**config.mk**
```make
export PLATFORM = sky130hd
export DESIGN_NAME = mouse_tx_arbiter
export DESIGN_NICKNAME = d
export VERILOG_FILES = /design/src/rtl/mouse_pkg.sv /design/src/rtl/rr_pick.sv /design/src/rtl/mouse_tx_arbiter.sv
export SDC_FILE = /design/constraint.sdc
export NUM_CORES = 1
export LEC_CHECK = 0
export CAP_MARGIN = 20
export CELL_PAD_IN_SITES_DETAIL_PLACEMENT = 1
export CELL_PAD_IN_SITES_GLOBAL_PLACEMENT = 2
export CORE_MARGIN = 8
export CORE_UTILIZATION = 38
export DETAILED_ROUTE_END_ITERATION = 16
export DONT_BUFFER_PORTS = 1
export PLACE_DENSITY_LB_ADDON = 0.1
export RECOVER_POWER = 25
export SETUP_SLACK_MARGIN = 0.2
export SYNTH_ARGS = -nofsm -noshare
export SYNTH_HDL_FRONTEND = slang
export SYNTH_SLANG_ARGS = --single-unit
```
**constraint.sdc**
```tcl
create_clock -name CLK -period 2.4 [get_ports CLK]
set_input_delay 0.24 -clock CLK [delete_from_list [all_inputs] [get_ports CLK]]
set_output_delay 0.24 -clock CLK [all_outputs]
set_load 0.1 [all_outputs]
```
**src/rtl/mouse_pkg.sv**
```systemverilog
// Shared PS/2 host-command constants and arbiter state encoding.
// Used by mouse_tx_arbiter and its round-robin selector.
package mouse_pkg;

    localparam logic [7:0] PS2_ACK       = 8'hFA;
    localparam logic [7:0] PS2_RESEND    = 8'hFE;
    localparam logic [7:0] PS2_RESET     = 8'hFF;
    localparam logic [7:0] PS2_STREAM_ON = 8'hF4;

    localparam logic [1:0] RX_OK      = 2'b00;
    localparam logic [1:0] RX_PARITY  = 2'b01;
    localparam logic [1:0] RX_FRAME   = 2'b10;
    localparam logic [1:0] RX_TIMEOUT = 2'b11;

    typedef enum logic [2:0] {
        IDLE,
        SEND,
        WAIT_SENT,
        WAIT_ACK,
        FINISH
    } arb_state_t;

endpackage

```
**src/rtl/rr_pick.sv**
```systemverilog
// Combinational round-robin selector: first set request at or after ptr.
// Produces a one-hot grant plus a valid flag.
module rr_pick #(
    parameter int N  = 2,
    parameter int PW = 1
) (
    input  logic [N-1:0]  req,
    input  logic [PW-1:0] ptr,
    output logic [N-1:0]  grant,
    output logic          valid
);

    always_comb begin
        grant = '0;
        valid = 1'b0;
        for (int i = 0; i < N; i++) begin
            for (int k = 0; k < N; k++) begin
                if (!valid && req[k] && k == (int'(ptr) + i) % N) begin
                    grant[k] = 1'b1;
                    valid    = 1'b1;
                end
            end
        end
    end

endmodule

```
**src/rtl/mouse_tx_arbiter.sv**
```systemverilog
// Round-robin owner of the PS/2 transmitter and acknowledge path.
// Optional MOUSE_ARB_LOCK_EN adds LOCK for back-to-back multi-byte commands.
module mouse_tx_arbiter
    import mouse_pkg::*;
#(
    parameter int NUM_REQ        = 2,
    parameter int TIMEOUT_CYCLES = 2000000,
    parameter int MAX_RETRY      = 2
) (
    input  logic                 CLK,
    input  logic                 RESET,
    input  logic [NUM_REQ-1:0]   REQ,
    input  logic [8*NUM_REQ-1:0] REQ_BYTE,
`ifdef MOUSE_ARB_LOCK_EN
    input  logic [NUM_REQ-1:0]   LOCK,
`endif
    output logic [NUM_REQ-1:0]   GRANT,
    output logic [NUM_REQ-1:0]   DONE,
    output logic                 ACK_OK,
    output logic                 SEND_BYTE,
    output logic [7:0]           BYTE_TO_SEND,
    input  logic                 BYTE_SENT,
    output logic                 READ_ENABLE,
    input  logic [7:0]           BYTE_READ,
    input  logic [1:0]           BYTE_ERROR_CODE,
    input  logic                 BYTE_READY,
    output logic                 BUSY
);

    localparam int PW = $clog2(NUM_REQ);
    localparam int TW = $clog2(TIMEOUT_CYCLES);
    localparam int RW = $clog2(MAX_RETRY + 2);

    arb_state_t         state;
    logic [PW-1:0]      ptr;
    logic [PW-1:0]      own;
    logic [PW-1:0]      nxt_ptr;
    logic [RW-1:0]      retry;
    logic [TW-1:0]      tcnt;
    logic [NUM_REQ-1:0] pick;
    logic               pick_valid;
    logic [PW-1:0]      pick_idx;
    logic [7:0]         pick_byte;
    logic               rx_ack;
    logic               rx_resend;
`ifdef MOUSE_ARB_LOCK_EN
    logic               locked;
    logic [7:0]         own_byte;
`endif

    rr_pick #(
        .N  (NUM_REQ),
        .PW (PW)
    ) u_pick (
        .req   (REQ),
        .ptr   (ptr),
        .grant (pick),
        .valid (pick_valid)
    );

    always_comb begin
        pick_idx  = '0;
        pick_byte = '0;
        for (int i = 0; i < NUM_REQ; i++) begin
            if (pick[i]) begin
                pick_idx  = PW'(i);
                pick_byte = REQ_BYTE[i*8 +: 8];
            end
        end
    end

`ifdef MOUSE_ARB_LOCK_EN
    always_comb begin
        own_byte = '0;
        for (int i = 0; i < NUM_REQ; i++) begin
            if (own == PW'(i)) own_byte = REQ_BYTE[i*8 +: 8];
        end
    end
`endif

    assign nxt_ptr   = (own == PW'(NUM_REQ - 1)) ? '0 : own + 1'b1;
    assign rx_ack    = (BYTE_READ == PS2_ACK) && (BYTE_ERROR_CODE == RX_OK);
    assign rx_resend = (BYTE_READ == PS2_RESEND) && (BYTE_ERROR_CODE == RX_OK);

    always_ff @(posedge CLK or negedge RESET) begin
        if (!RESET) begin
            state        <= IDLE;
            GRANT        <= '0;
            DONE         <= '0;
            ACK_OK       <= 1'b0;
            SEND_BYTE    <= 1'b0;
            BYTE_TO_SEND <= PS2_RESET;
            READ_ENABLE  <= 1'b0;
            BUSY         <= 1'b0;
            ptr          <= '0;
            own          <= '0;
            retry        <= '0;
            tcnt         <= '0;
`ifdef MOUSE_ARB_LOCK_EN
            locked       <= 1'b0;
`endif
        end else begin
            case (state)
                IDLE: begin
`ifdef MOUSE_ARB_LOCK_EN
                    // Locked owner keeps its grant; its next byte is latched now.
                    if (locked) begin
                        locked       <= 1'b0;
                        BYTE_TO_SEND <= own_byte;
                        SEND_BYTE    <= 1'b1;
                        BUSY         <= 1'b1;
                        state        <= SEND;
                    end else
`endif
                    if (pick_valid) begin
                        GRANT        <= pick;
                        own          <= pick_idx;
                        BYTE_TO_SEND <= pick_byte;
                        SEND_BYTE    <= 1'b1;
                        BUSY         <= 1'b1;
                        state        <= SEND;
                    end
                end
                SEND: begin
                    SEND_BYTE <= 1'b0;
                    state     <= WAIT_SENT;
                end
                WAIT_SENT: begin
                    if (BYTE_SENT) begin
                        tcnt        <= '0;
                        READ_ENABLE <= 1'b1;
                        state       <= WAIT_ACK;
                    end
                end
                WAIT_ACK: begin
                    tcnt <= tcnt + 1'b1;
                    if (BYTE_READY) begin
                        if (rx_resend && !rx_ack && retry < RW'(MAX_RETRY)) begin
                            retry       <= retry + 1'b1;
                            READ_ENABLE <= 1'b0;
                            SEND_BYTE   <= 1'b1;
                            state       <= SEND;
                        end else begin
                            READ_ENABLE <= 1'b0;
                            DONE        <= GRANT;
                            ACK_OK      <= rx_ack;
                            state       <= FINISH;
                        end
                    end else if (tcnt == TW'(TIMEOUT_CYCLES - 1)) begin
                        READ_ENABLE <= 1'b0;
                        DONE        <= GRANT;
                        ACK_OK      <= 1'b0;
                        state       <= FINISH;
                    end
                end
                FINISH: begin
                    DONE   <= '0;
                    ACK_OK <= 1'b0;
                    retry  <= '0;
                    BUSY   <= 1'b0;
                    state  <= IDLE;
`ifdef MOUSE_ARB_LOCK_EN
                    if (LOCK[own] && REQ[own]) begin
                        locked <= 1'b1;
                    end else
`endif
                    begin
                        GRANT <= '0;
                        ptr   <= nxt_ptr;
                    end
                end
                default: begin
                    state        <= IDLE;
                    GRANT        <= '0;
                    DONE         <= '0;
                    ACK_OK       <= 1'b0;
                    SEND_BYTE    <= 1'b0;
                    BYTE_TO_SEND <= PS2_RESET;
                    READ_ENABLE  <= 1'b0;
                    BUSY         <= 1'b0;
                    ptr          <= '0;
                    own          <= '0;
                    retry        <= '0;
                    tcnt         <= '0;
`ifdef MOUSE_ARB_LOCK_EN
                    locked       <= 1'b0;
`endif
                end
            endcase
        end
    end

endmodule

```
# [Word-level counts from Yosys, hierarchy flattened]
# Index checks and enable logic that the tools add are counted.
[word_totals] regBits=44 input_bits=32 output_inout_bits=16 word_cells=115
[classes] addsub=4 order_cmp=1 eq_ne=14 n_mux=45 bitwise=6 n_reduce_logical=33
[ops] op="zero test 32 bit" n=2
[ops] op="case mux 21 bit (3 select lines)" n=1
[ops] op="two-way mux 8 bit" n=3
[ops] op="adder 21 x 1 -> 21 bit (second input constant)" n=1
[ops] op="equality test 21 bit (second input constant)" n=1
[ops] op="two-way mux 21 bit" n=1
[ops] op="two-way mux 1 bit" n=18
[ops] op="equality test 8 bit (second input constant)" n=2
[ops] op="case mux 8 bit (2 select lines)" n=1
[ops] op="two-way mux 3 bit" n=5
[ops] op="two-way mux 2 bit" n=6
[ops] op="case mux 2 bit (2 select lines)" n=3
[ops] op="case mux 3 bit (4 select lines)" n=1
[ops] op="AND reduction 3 bit" n=4
[ops] op="logical AND 1 bit" n=11
[ops] op="OR reduction 3 bit" n=3
[ops] op="!= test 2 bit (second input constant)" n=4
[ops] op="case mux 1 bit (2 select lines)" n=4
[ops] op="OR reduction 4 bit" n=2
[ops] op="equality test 3 x 2 -> 1 bit (second input constant)" n=2
[ops] op="!= test 3 bit (second input constant)" n=2
[ops] op="case mux 1 bit (3 select lines)" n=2
[ops] op="AND reduction 2 bit" n=3
[ops] op="NOT 1 bit" n=5
[ops] op="12 further kinds" n=16

# [Depth between registers and ports, before layout]
# Gate-level depths: netlist of the first run.
[depth] word_depth=18 ltp_mapped=6

# [Modules after synthesis]
# From an unflattened synthesis of the first run, not the netlist that was laid out.
[unflattened] cells_unflattened=245 area_unflattened_um2=2317.2
[by_module_without_submodules] module="mouse_tx_arbiter" n_inst=1 cells_per_inst=241 area_per_inst_um2=2292.2 seq_area_each_um2=1111.1
[by_module_without_submodules] module="rr_pick" n_inst=1 cells_per_inst=4 area_per_inst_um2=25.0 seq_area_each_um2=0.0

# [Least setup slack after synthesis of the first run]
# Ideal clock, no wire load.
[synth_timing] kind="reg-to-reg" start="register tcnt[0]" end="register DONE[0]" setup_time_ns=0.071 arrival_time_ns=1.664 t_required_ns=2.329 path_slack_ns=0.665 stages_incl_launch_ff=7 path_buffers=0 cell_sequence="dfrtp_1 > ha_1 > nand3_1 > nor2_1 > a311oi_4 > or4b_1 > nand3_1"
[synth_via] elab_chain_cells=3
[synth_lines] item="from (decl)" line_no="mouse_tx_arbiter.sv:39" rtl="logic [TW-1:0] tcnt;"
[synth_lines] item="from (signal assigned)" line_no="mouse_tx_arbiter.sv:136" rtl="tcnt <= tcnt + 1'b1;"
[synth_lines] item="equality test 21 bit" line_no="mouse_tx_arbiter.sv:149" rtl="end else if (tcnt == TW'(TIMEOUT_CYCLES - 1)) begin"
[synth_lines] item="!= test 3 bit (no line)"
[synth_lines] item="AND reduction 3 bit (no line)"
[synth_lines] item="to (signal assigned)" line_no="mouse_tx_arbiter.sv:145" rtl="DONE <= GRANT;"
[synth_lines] item="to (signal assigned)" line_no="mouse_tx_arbiter.sv:151" rtl="DONE <= GRANT;"
[synth_lines] item="to (signal assigned)" line_no="mouse_tx_arbiter.sv:157" rtl="DONE <= '0;"
[synth_lines] item="to (decl)" line_no="mouse_tx_arbiter.sv:18" rtl="output logic [NUM_REQ-1:0] DONE,"
# Every way passes these cells.
# A chain may end at the register's enable or synchronous reset.

# [Worst setup path after layout of the first run]
[layout_timing] start="register state[0]" end="register BYTE_TO_SEND[6]"
[layout_via] elab_chain_cells=4 elab_cells_between_ends=10 classes_between="5 x eq/ne; 1 x mux; 1 x bitwise; 3 x reduce/logical"
[layout_lines] item="from (decl)" line_no="mouse_tx_arbiter.sv:34" rtl="arb_state_t state;"
[layout_lines] item="from (signal assigned)" line_no="mouse_tx_arbiter.sv:87" rtl="state <= IDLE;"
[layout_lines] item="from (signal assigned)" line_no="mouse_tx_arbiter.sv:121" rtl="state <= SEND;"
[layout_lines] item="from (signal assigned)" line_no="mouse_tx_arbiter.sv:126" rtl="state <= WAIT_SENT;"
[layout_lines] item="equality test 3 x 2 -> 1 bit (tied with other cells)" line_no="mouse_tx_arbiter.sv:103" rtl="case (state)"
[layout_lines] item="OR reduction 4 bit (no line)"
[layout_lines] item="NOT 1 bit (no line)"
[layout_lines] item="AND reduction 2 bit (no line)"
[layout_lines] item="to (signal assigned)" line_no="mouse_tx_arbiter.sv:118" rtl="BYTE_TO_SEND <= pick_byte;"
[layout_lines] item="to (decl)" line_no="mouse_tx_arbiter.sv:21" rtl="output logic [7:0] BYTE_TO_SEND,"
# Several ways; a longest one is shown, not always the timed one.

==> summary.md, run 1 <==
| Metric | Value |
|---|---|
| Run status | finished, final reports clean |
| Post-DP HPWL | 4.38 mm |
| Count of filler cells inserted in the layout | 680 |
| Hold Crit Start | BYTE_READ[2] |
| Initial DRC count | 40 |
| Final setup violation count | 0 |
| Min-Delay Path Class | input port to register |
| CTS tree | yes |
| Hold slack | 42.8 ps |
| Hold Path End | ACK_OK |
| Post-synth EDFFs | 0 |
| Final Hold Vio Count | 0 |
| DRC viols | 0 |
| Post-Syn Instances | between 200 and 250 |
| R2R setup slack | approximately 380 ps |
| H-Tree Depth | 2 |
| Initial antenna violation count | 0 |
| Worst-path cell chain | nor2_2, o21ai_0, o21ai_2, buf_4, nor2_1, a31oi_1 |
| Worst-path maximum fanout | 17 |
| Post-synth cell types | 42 |
| P_int | approximately 0.0016 W |
| CP delay by family, top | compound AO/OA/AOI/OAI gates |
| Final net count | around 290 |
| Critical path type | register to register |
| Hold Path Cell Cnt | 1 |
| Crit-path max cell delay | between 500 and 600 ps |
| Period utilization | between 80% and 90% |
| YS warnings | 0 |
| Final Power | 0.00323 W |
| Largest net degree at the start of global routing | 45 |
| Max Clock Freq | slightly below 500 MHz |
| CP max-delay cell | dfrtp_1 |
| Clock Pin Slew Worst Setup and Hold Paths | approximately 90 ps |
| CP Buf/Inv Count | 1 |
| Area Growth Syn to Fin | 13.1% |
| Main synth FF type | dfrtp_1 |
| Leading cell types in the layout, fill and taps excluded | 38 x nor2_1, 36 x dfrtp_1, 22 x nand3_1, 21 x nand2_1, 14 x o21ai_0 |
| Crit start category | register |
| Number of global-route vias before repair | around 2.0k |
| IO Pins | 48 |
| Via count | 1,818 |
| Net Sw Frac | between 50% and 60% |
| Setup TNS | 0 ps |
| Core area | 5850 sq um |
| Reg-to-Reg Start | state[0] |
| Crit path time final | a little over 2000 ps |
| DR vias/cell | 5.53 |
| Critical Path End Type | register |
| Worst Path Arrival | 2240 ps |
| Final-report max-slew violation count | 0 |
| Register area share after synthesis | 49.1% |
| Total nets after synthesis | about 270 |
| Die footprint | 8680 sq um |
| Comb power frac | between 30 and 40% |
| Sequential Power Share | 43.7% |
| Tightest Pin Transition | roughly 1100 ps |
| RSZ-0062 raised after global routing | true |
| R2R cell count | 6 |
| Final wirelength | around 6.1 mm |
| Global-route wire length before repair | about 10 mm |
| Worst skew pair latency | ~300 ps |
| WL per Instance | about 18 um |
| Cell Rows | 28 |
| Max-cap violations | 0 |
| Root buf cell | clkbuf_8 |
| Drt first pass iters | 4 |
| Starting Density | 38.7% |
| ANT cells | 0 |
| CTS Buffer Depth | 2 |
| Die Y-Extent | 93.2 um |
| Clock sink count | 44 |
| Total grt overflow | 0 |
| Detail Route Antenna Nets | 0 |
| Global placer's final weighted congestion | 0.767 |
| Worst slew margin | between 20 and 25% |
| Avg Cell Area, Syn | 9.47 sq um |
| Post-Syn Area | 2260 sq um |
| CTS buffer count | 5 |
| Yosys reg bits | between 40 and 50 |
| Most common cell after layout, fill and taps aside | nor2_1 |
| Tot GR Track Use | between 10 and 15% |
| Leak | roughly 1.1 nW |
| Sw power | between 0.0015 and 0.002 W |
| I/O Buffers | 0 |
| Asr flop ratio synth | 100% |
| Power Dens Cells | about 1300 nW/um^2 |
| Crit Reg-Reg Endpoint | BYTE_TO_SEND[6] |
| CP required | between 2000 and 3000 ps |
| Clk pwr share | a little under a fifth |
| Die Width | 93.2 um |
| Worst vdd ir | approximately 0.00058 V |
| Setup Skew | about 5.6 ps |
| Layout cells sized above 1 | approximately 15% |
synthesized netlist by cell type, types with 2 or more instances:
cell type,instances,area share [%]
nor2_1,38,6.3
dfrtp_1,36,40
nand3_1,22,4.9
nand2_1,21,3.5
o21ai_0,14,3.1
xor2_1,13,5.0
a22oi_1,10,3.3
a31oi_1,9,2.5
inv_1,9,1.5
dfstp_2,8,9.3
a21oi_1,6,1.3
clkbuf_1,6,1.0
nor3_1,6,1.3
nand4_1,4,1.1
and4b_1,3,1.3
a21boi_1,2,0.66
a21o_1,2,0.66
nor2b_1,2,0.55
o31ai_1,2,0.66
o32ai_1,2,0.77
or4b_1,2,0.88
xnor2_1,2,0.77
final cells by class:
cell class | count | area (sq um) | share of cell area (%)
sequential | 44 | 1110 | 43.4
multi-input combinational | 178 | 1100 | 42.8
timing repair buffer | 14 | 105 | 4.11
tap | 75 | 93.8 | 3.67
clock buffer | 5 | 68.8 | 2.69
clock inverter | 3 | 46.3 | 1.81
inverter | 10 | 37.5 | 1.47
timing repair:
item	CTS	global route
hold buffers	2	0
setup endpoints to repair	0	3
endpoints found under the hold margin	44	0
gates resized for setup	0	1
buffers inserted	0	0
worst reg2reg max path, cell delays in order (launching register included):
cell,delay (ps)
dfrtp_1,520
nor2_2,500
o21ai_0,280
o21ai_2,170
buf_4,220
nor2_1,60
a31oi_1,190
how the worst max path moves through the flow:
stage / startpoint / depth (start not counted) / end
4_1_cts: state[0] / 5 / tcnt[19]
3_5_place_dp: state[0] / 5 / tcnt[19]
5_1_grt: state[0] / 6 / BYTE_TO_SEND[4]
6_report: state[0] / 6 / BYTE_TO_SEND[6]
3_3_place_gp: state[0] / 5 / tcnt[19]
2_1_floorplan: tcnt[0] / 6 / DONE[0]
power by group through the flow:
stage          logic (W)  clock network, W  registers (W)
2_1_floorplan   0.000651                 0        0.00165
5_1_grt          0.00137          0.000631        0.00144
4_1_cts          0.00124          0.000612        0.00141
3_5_place_dp     0.00121                 0        0.00143
6_report         0.00122          0.000593        0.00141
3_3_place_gp     0.00116                 0        0.00142
stage by stage:
step	worst slack [ps]	util, %	instances	area, sq um
after global routing	155	43.7	329	2560
after detailed placement	346	41.3	319	2420
final	383	43.7	329	2560
after floorplan	665	-	239	2260
after global placement	441	41.3	319	2420
after CTS	286	43.9	329	2570
sequential cells by signal, summed over array words and instances, names as in the netlist:
register / flops
SEND_BYTE: 1
retry: 2
BUSY: 1
ACK_OK: 1
ptr: 1
READ_ENABLE: 1
own: 1
BYTE_TO_SEND: 8
DONE: 2
tcnt: 21
GRANT: 2
state: 3
cells by family after synthesis:
family | share of synthesized area (%)
and+or+nand+nor | 23.4
buffers and inverters | 2.99
AOI/OAI and AO/OA | 18.1
adders and majority gates | 0.553
xor gates and xnor gates | 5.81
DFF | 49.1
per-layer routing:
metal | share of wire (%) | vias to the layer above | global-route usage [%]
met2 | 52 | 30 | 25.9
met4 | 1.5 | 0 | 4.30
met1 | 42 | 900 | 17.3
met3 | 4.1 | 7 | 3.69
met5 | 0 | - | 0
li1 | - | 881 | -
No activity file was read; power rests on OpenSTA's default activity.
==> inputs of run 2 (changes only) <==
--- a/config.mk
+++ b/config.mk
@@ -9,7 +9,7 @@
 export CELL_PAD_IN_SITES_DETAIL_PLACEMENT = 1
 export CELL_PAD_IN_SITES_GLOBAL_PLACEMENT = 2
 export CORE_MARGIN = 8
-export CORE_UTILIZATION = 38
+export CORE_UTILIZATION = 34
 export DETAILED_ROUTE_END_ITERATION = 16
 export DONT_BUFFER_PORTS = 1
 export PLACE_DENSITY_LB_ADDON = 0.1
==> constraint.sdc (replaced) <==
create_clock -name CLK -period 1.8 [get_ports CLK]
set_input_delay 0.18 -clock CLK [delete_from_list [all_inputs] [get_ports CLK]]
set_output_delay 0.18 -clock CLK [all_outputs]
set_load 0.1 [all_outputs]
==> summary.md, run 2 (synthesized netlist as in run 1, its figures left out) <==
| Metric | Value |
|---|---|
| Run status | finished, final reports clean |
| Power Dens Cells | approximately 1600 nW/um^2 |
| IO Pins | 48 |
| Tot GR Track Use | 14.0% |
| Critical Path End Type | register |
| Worst slew margin | 23.9% |
| Detail Route Antenna Nets | 0 |
| ANT cells | 0 |
| Crit start category | register |
| Most common cell after layout, fill and taps aside | buf_4 |
| Worst Path Arrival | between 1500 and 2000 ps |
| Largest net degree at the start of global routing | 45 |
| Global-route wire length before repair | between 10 and 15 mm |
| Placed Cells | roughly 350 |
| Starting Density | a little over a third |
| Core area | 6390 sq um |
| Area Growth Syn to Fin | 43.0% |
| Layout cells sized above 1 | 40.7% |
| Hold Path End | READ_ENABLE |
| Post-DP HPWL | between 4 and 5 mm |
| Max layer used | met4 |
| Total grt overflow | 0 |
| I/O Buffers | 0 |
| Reg-to-Reg Start | tcnt[14] |
| Leading cell types in the layout, fill and taps excluded | 48 x buf_4, 30 x dfrtp_1, 27 x nor2_1, 18 x nand2_1, 14 x nand3_1 |
| Met3 WL | roughly 240 um |
| RSZ-0062 raised after global routing | true |
| Regs by FF count | tcnt (21), BYTE_TO_SEND (8), state (3) |
| DRC viols | 0 |
| Critical path type | register to register |
| WL per Instance | 17.8 um |
| Max reg flops | 21 |
| Max-cap violations | 0 |
| Final-report max-slew violation count | 0 |
| Max Clock Freq | 570 MHz |
| Number of global-route vias before repair | around 2.2k |
| Hold Path Cell Cnt | 2 |
| Cell Rows | 29 |
| Crit Reg-Reg Endpoint | DONE[0] |
| Die Width | between 90 and 100 um |
| DR vias/cell | around 5.3 |
| Crit-path max cell delay | approximately 520 ps |
| Final net count | 332 |
| Via count | around 2k |
| Drt first pass iters | 4 |
| Setup WS pre-CTS | -31.9 ps |
| Slack of the critical path | 46.0 ps |
| Initial DRC count | between 40 and 50 |
| CP Buf/Inv Count | 0 |
| Die Y-Extent | 97.6 um |
| Final setup violation count | 0 |
| Crit path time final | between 1500 and 2000 ps |
| CTS buffer count | 5 |
| Period utilization | between 90% and 100% |
| Global placer's final weighted congestion | between 0.7 and 0.8 |
| Tightest Pin Transition | 1140 ps |
| Worst skew pair latency | 300 ps |
| Worst-path cell chain | nor4b_2, and4b_2, a311oi_4, or4b_1, nand3_2 |
| Clock sink count | 44 |
| Worst-path maximum fanout | 4 |
| H-Tree Depth | 2 |
| CP max-delay cell | or4b_1 |
| R2R setup slack | roughly 46 ps |
| Final Hold Vio Count | 0 |
| WL met1 | 3.10 mm |
| Min-Delay Path Class | input port to register |
| CTS Buffer Depth | 2 |
| Die footprint | 9520 sq um |
| Worst vdd ir | about 0.0011 V |
| R2R cell count | 5 |
| DR WL met2 | between 3 and 4 mm |
| Setup Skew | about 7.6 ps |
| Final std cells w/o fill | approximately 380 |
| Top reg by flops | tcnt |
| CP delay by family, top | simple AND/OR/NAND/NOR gates |
| Final wirelength | roughly 6.7 mm |
| Initial antenna violation count | 0 |
| Root buf cell | clkbuf_8 |
| Clock Pin Slew Worst Setup and Hold Paths | 80 ps |
| CP required | a little over 2000 ps |
| Hold Crit Start | BYTE_SENT |
| CTS tree | yes |
| Leak | around 1.3 nW |
==> run 2: what timing repair did <==
action,4_1_cts,5_1_grt
endpoints found under the setup margin,16,26
resized for setup,17,44
hold buffers,3,0
pin swaps,10,20
cloned,0,2
buffers inserted,13,5
endpoints found under the hold margin,45,0
==> run 2: report_power, final <==
| group | switching (W) | internal, W |
|---|---|---|
| registers | 0.000188 | 0.00123 |
| logic | 0.00199 | 0.00112 |
| clock network | 0.000353 | 0.000412 |
| total | 0.00253 | 0.00276 |
==> run 2: how the worst max path moves through the flow <==
stage              from       end  slack (ps)  depth (start not counted)
4_1_cts        tcnt[14]   DONE[0]           8                          5
5_1_grt        tcnt[14]   DONE[0]         -40                          5
6_report       tcnt[14]   DONE[0]          50                          5
3_3_place_gp   state[0]  tcnt[13]          30                          4
3_5_place_dp   tcnt[13]   DONE[0]         -30                          5
2_1_floorplan  tcnt[13]   DONE[0]         170                          5
==> run 2: through the flow <==
| step | setup TNS (ps) | hold slack, ps | util, % | total power (W) | cell area (sq um) |
|---|---|---|---|---|---|
| final | 0 | 68.0 | 50.6 | 0.00529 | 3230 |
| after global routing | -70.5 | 78.2 | 50.6 | 0.00560 | 3230 |
| after CTS | 0 | 57.8 | 46.7 | 0.00481 | 2990 |
| after detailed placement | -107 | -114 | 41.7 | 0.00389 | 2660 |
| after global placement | 0 | -114 | 41.7 | 0.00384 | 2660 |
| after floorplan | 0 | -116 | - | 0.00311 | 2300 |
==> run 2: worst reg2reg max path, delay by kind of cell (launching register included) <==
kind	cells	cell delay, ps
AND/OR/NAND/NOR	4	1180
flip-flops	1	390
AO/OA/AOI/OAI	1	120
==> run 2: cell type report <==
class,count,area (sq um)
well taps,77,96.3
clock inverters,2,35.0
clock buffers,6,72.6
fillers,714,3150
repair buffers,60,532
flip-flops and latches,44,1120
inverters,10,37.5
multi-input cells,178,1340
==> run 2: layer usage <==
metal / global-route usage, % / vias up
li1: - / 977
met1: 18.2 / 1002
met2: 22.2 / 25
met3: 3.56 / 5
met4: 4.20 / 0
met5: 0 / -
==> inputs of run 3 (changes only) <==
--- a/config.mk
+++ b/config.mk
@@ -15,6 +15,7 @@
 export PLACE_DENSITY_LB_ADDON = 0.1
 export RECOVER_POWER = 25
 export SETUP_SLACK_MARGIN = 0.2
+export SKIP_LAST_GASP = 1
 export SYNTH_ARGS = -nofsm -noshare
 export SYNTH_HDL_FRONTEND = slang
 export SYNTH_SLANG_ARGS = --single-unit
==> summary.md, run 3 (synthesized netlist as in run 1, its figures left out) <==
| Metric | Value |
|---|---|
| Power Dens Cells | 1640 nW/um^2 |
| CP max-delay cell | or4b_1 |
| R2R cell count | 5 |
| Cell Rows | 29 |
| Min-Delay Path Class | input port to register |
| Hold Path End | READ_ENABLE |
| Critical path type | register to register |
| Starting Density | a little over a third |
| CTS Buffer Depth | 2 |
| Tightest Pin Transition | 1130 ps |
| Worst skew pair latency | roughly 300 ps |
| H-Tree Depth | 2 |
| Global-route wire length before repair | about 11 mm |
| CP Buf/Inv Count | 0 |
| DR vias/cell | ~5.3 |
| I/O Buffers | 0 |
| Area Growth Syn to Fin | 41.4% |
| WL per Instance | roughly 18 um |
| Setup WS pre-CTS | -31.9 ps |
| Final wirelength | approximately 6.7 mm |
| Placement Cell Area | 2660 sq um |
| Clock Pin Slew Worst Setup and Hold Paths | around 80 ps |
| Setup Skew | 7.15 ps |
| Max-cap violations | 0 |
| Hold Path Cell Cnt | 2 |
| Via count | ~2.0k |
| DRC viols | 0 |
| Die Y-Extent | between 90 and 100 um |
| Largest net degree at the start of global routing | between 40 and 50 |
| Crit start category | register |
| Worst-path maximum fanout | 4 |
| Crit-path max cell delay | about 500 ps |
| Root buf cell | clkbuf_8 |
| Initial antenna violation count | 0 |
| Number of global-route vias before repair | 2,187 |
| Most common cell after layout, fill and taps aside | buf_4 |
| Max Clock Freq | 571 MHz |
| Final setup violation count | 0 |
| RSZ-0062 raised after global routing | true |
| Layout cells sized above 1 | around two fifths |
| Hold Crit Start | BYTE_SENT |
| ANT cells | 0 |
| Clock sink count | 44 |
| Top reg by flops | tcnt |
| Tot GR Track Use | 14.0% |
| Leak | roughly 1.3 nW |
| Core area | 6390 sq um |
| Global placer's final weighted congestion | around 0.75 |
| Critical Path End Type | register |
| CTS buffer count | 5 |
| Worst-path cell chain | nor4b_2, and4b_2, a311oi_4, or4b_1, nand3_1 |
| Post-DP HPWL | about 4.4 mm |
| R2R setup slack | between 40 and 50 ps |
| IO Pins | 48 |
| Run status | finished, final reports clean |
| Initial DRC count | 39 |
| Crit Reg-Reg Endpoint | DONE[0] |
| Drt first pass iters | 4 |
| CP required | between 2000 and 2500 ps |
| Leading cell types in the layout, fill and taps excluded | 48 x buf_4, 30 x dfrtp_1, 27 x nor2_1, 18 x nand2_1, 16 x nand3_1 |
| Die Width | 97.6 um |
| Final net count | between 300 and 400 |
| Total grt overflow | 0 |
| Worst vdd ir | roughly 0.0011 V |
| Worst slew margin | 24.5% |
| Final Instance Area | between 3000 and 4000 sq um |
| Period utilization | a little over nine tenths |
| Final-report max-slew violation count | 0 |
| Worst Path Arrival | just under 2000 ps |
| Crit path time final | between 1500 and 2000 ps |
| Final Hold Vio Count | 0 |
| Reg-to-Reg Start | tcnt[14] |
| Max reg flops | 21 |
| CP delay by family, top | simple AND/OR/NAND/NOR gates |
| CTS tree | yes |
| Detail Route Antenna Nets | 0 |
| Slack of the critical path | 49.3 ps |
| Regs by FF count | tcnt (21), BYTE_TO_SEND (8), state (3) |
| Die footprint | 9520 sq um |
## run 3: cell counts in the layout (fill, tap and decap cells not counted)
No cell type changed its count.
## run 3: how the worst max path moves through the flow
stage / from / end / slack (ps) / depth (start not counted)
6_report: tcnt[14] / DONE[0] / 50 / 5
3_3_place_gp: state[0] / tcnt[13] / 30 / 4
4_1_cts: tcnt[14] / DONE[0] / 8 / 5
5_1_grt: tcnt[14] / DONE[0] / -50 / 5
2_1_floorplan: tcnt[13] / DONE[0] / 170 / 5
3_5_place_dp: tcnt[13] / DONE[0] / -30 / 5
## run 3: area by class of cell
class                           instances  area [sq um]
Fill cell                             721          3190
Multi-Input combinational cell        178          1310
Sequential cell                        44          1120
Timing Repair Buffer                   60           532
Tap cell                               77          96.3
Clock buffer                            6          72.6
Inverter                               10          37.5
Clock inverter                          2          35.0
## run 3: timing repair
| action | 4_1_cts | 5_1_grt |
|---|---|---|
| endpoints found under the setup margin | 16 | 26 |
| gates cloned | 0 | 2 |
| endpoints found under the hold margin | 45 | 0 |
| hold buffers | 3 | 0 |
| pin swaps | 10 | 14 |
| gates resized for setup | 17 | 37 |
| setup buffers | 13 | 5 |
## run 3: metrics by stage
step                      utilization (%)  setup TNS [ps]  std cells  hold slack, ps  power [W]
after floorplan                         -               0        239            -116    0.00311
after global placement               41.7               0        346            -114    0.00384
after detailed placement             41.7            -107        346            -114    0.00389
after CTS                            46.7               0        370            57.8    0.00481
after global routing                 50.1           -78.2        377            78.2    0.00554
final                                50.1               0        377            68.2    0.00524
## run 3: metal layers
metal	part of all wire [%]	track usage, %	up-vias
met2	50	22.2	27
met4	0.94	4.20	0
met5	0	0	-
met3	4.0	3.56	5
met1	45	18.2	994
li1	-	-	979
## run 3: report_power, final
group | total [W] | internal [W] | switching (W)
sequential | 0.00141 | 0.00123 | 0.000177
combinational | 0.00306 | 0.00110 | 0.00196
clock | 0.000766 | 0.000413 | 0.000354
total | 0.00524 | 0.00274 | 0.00249
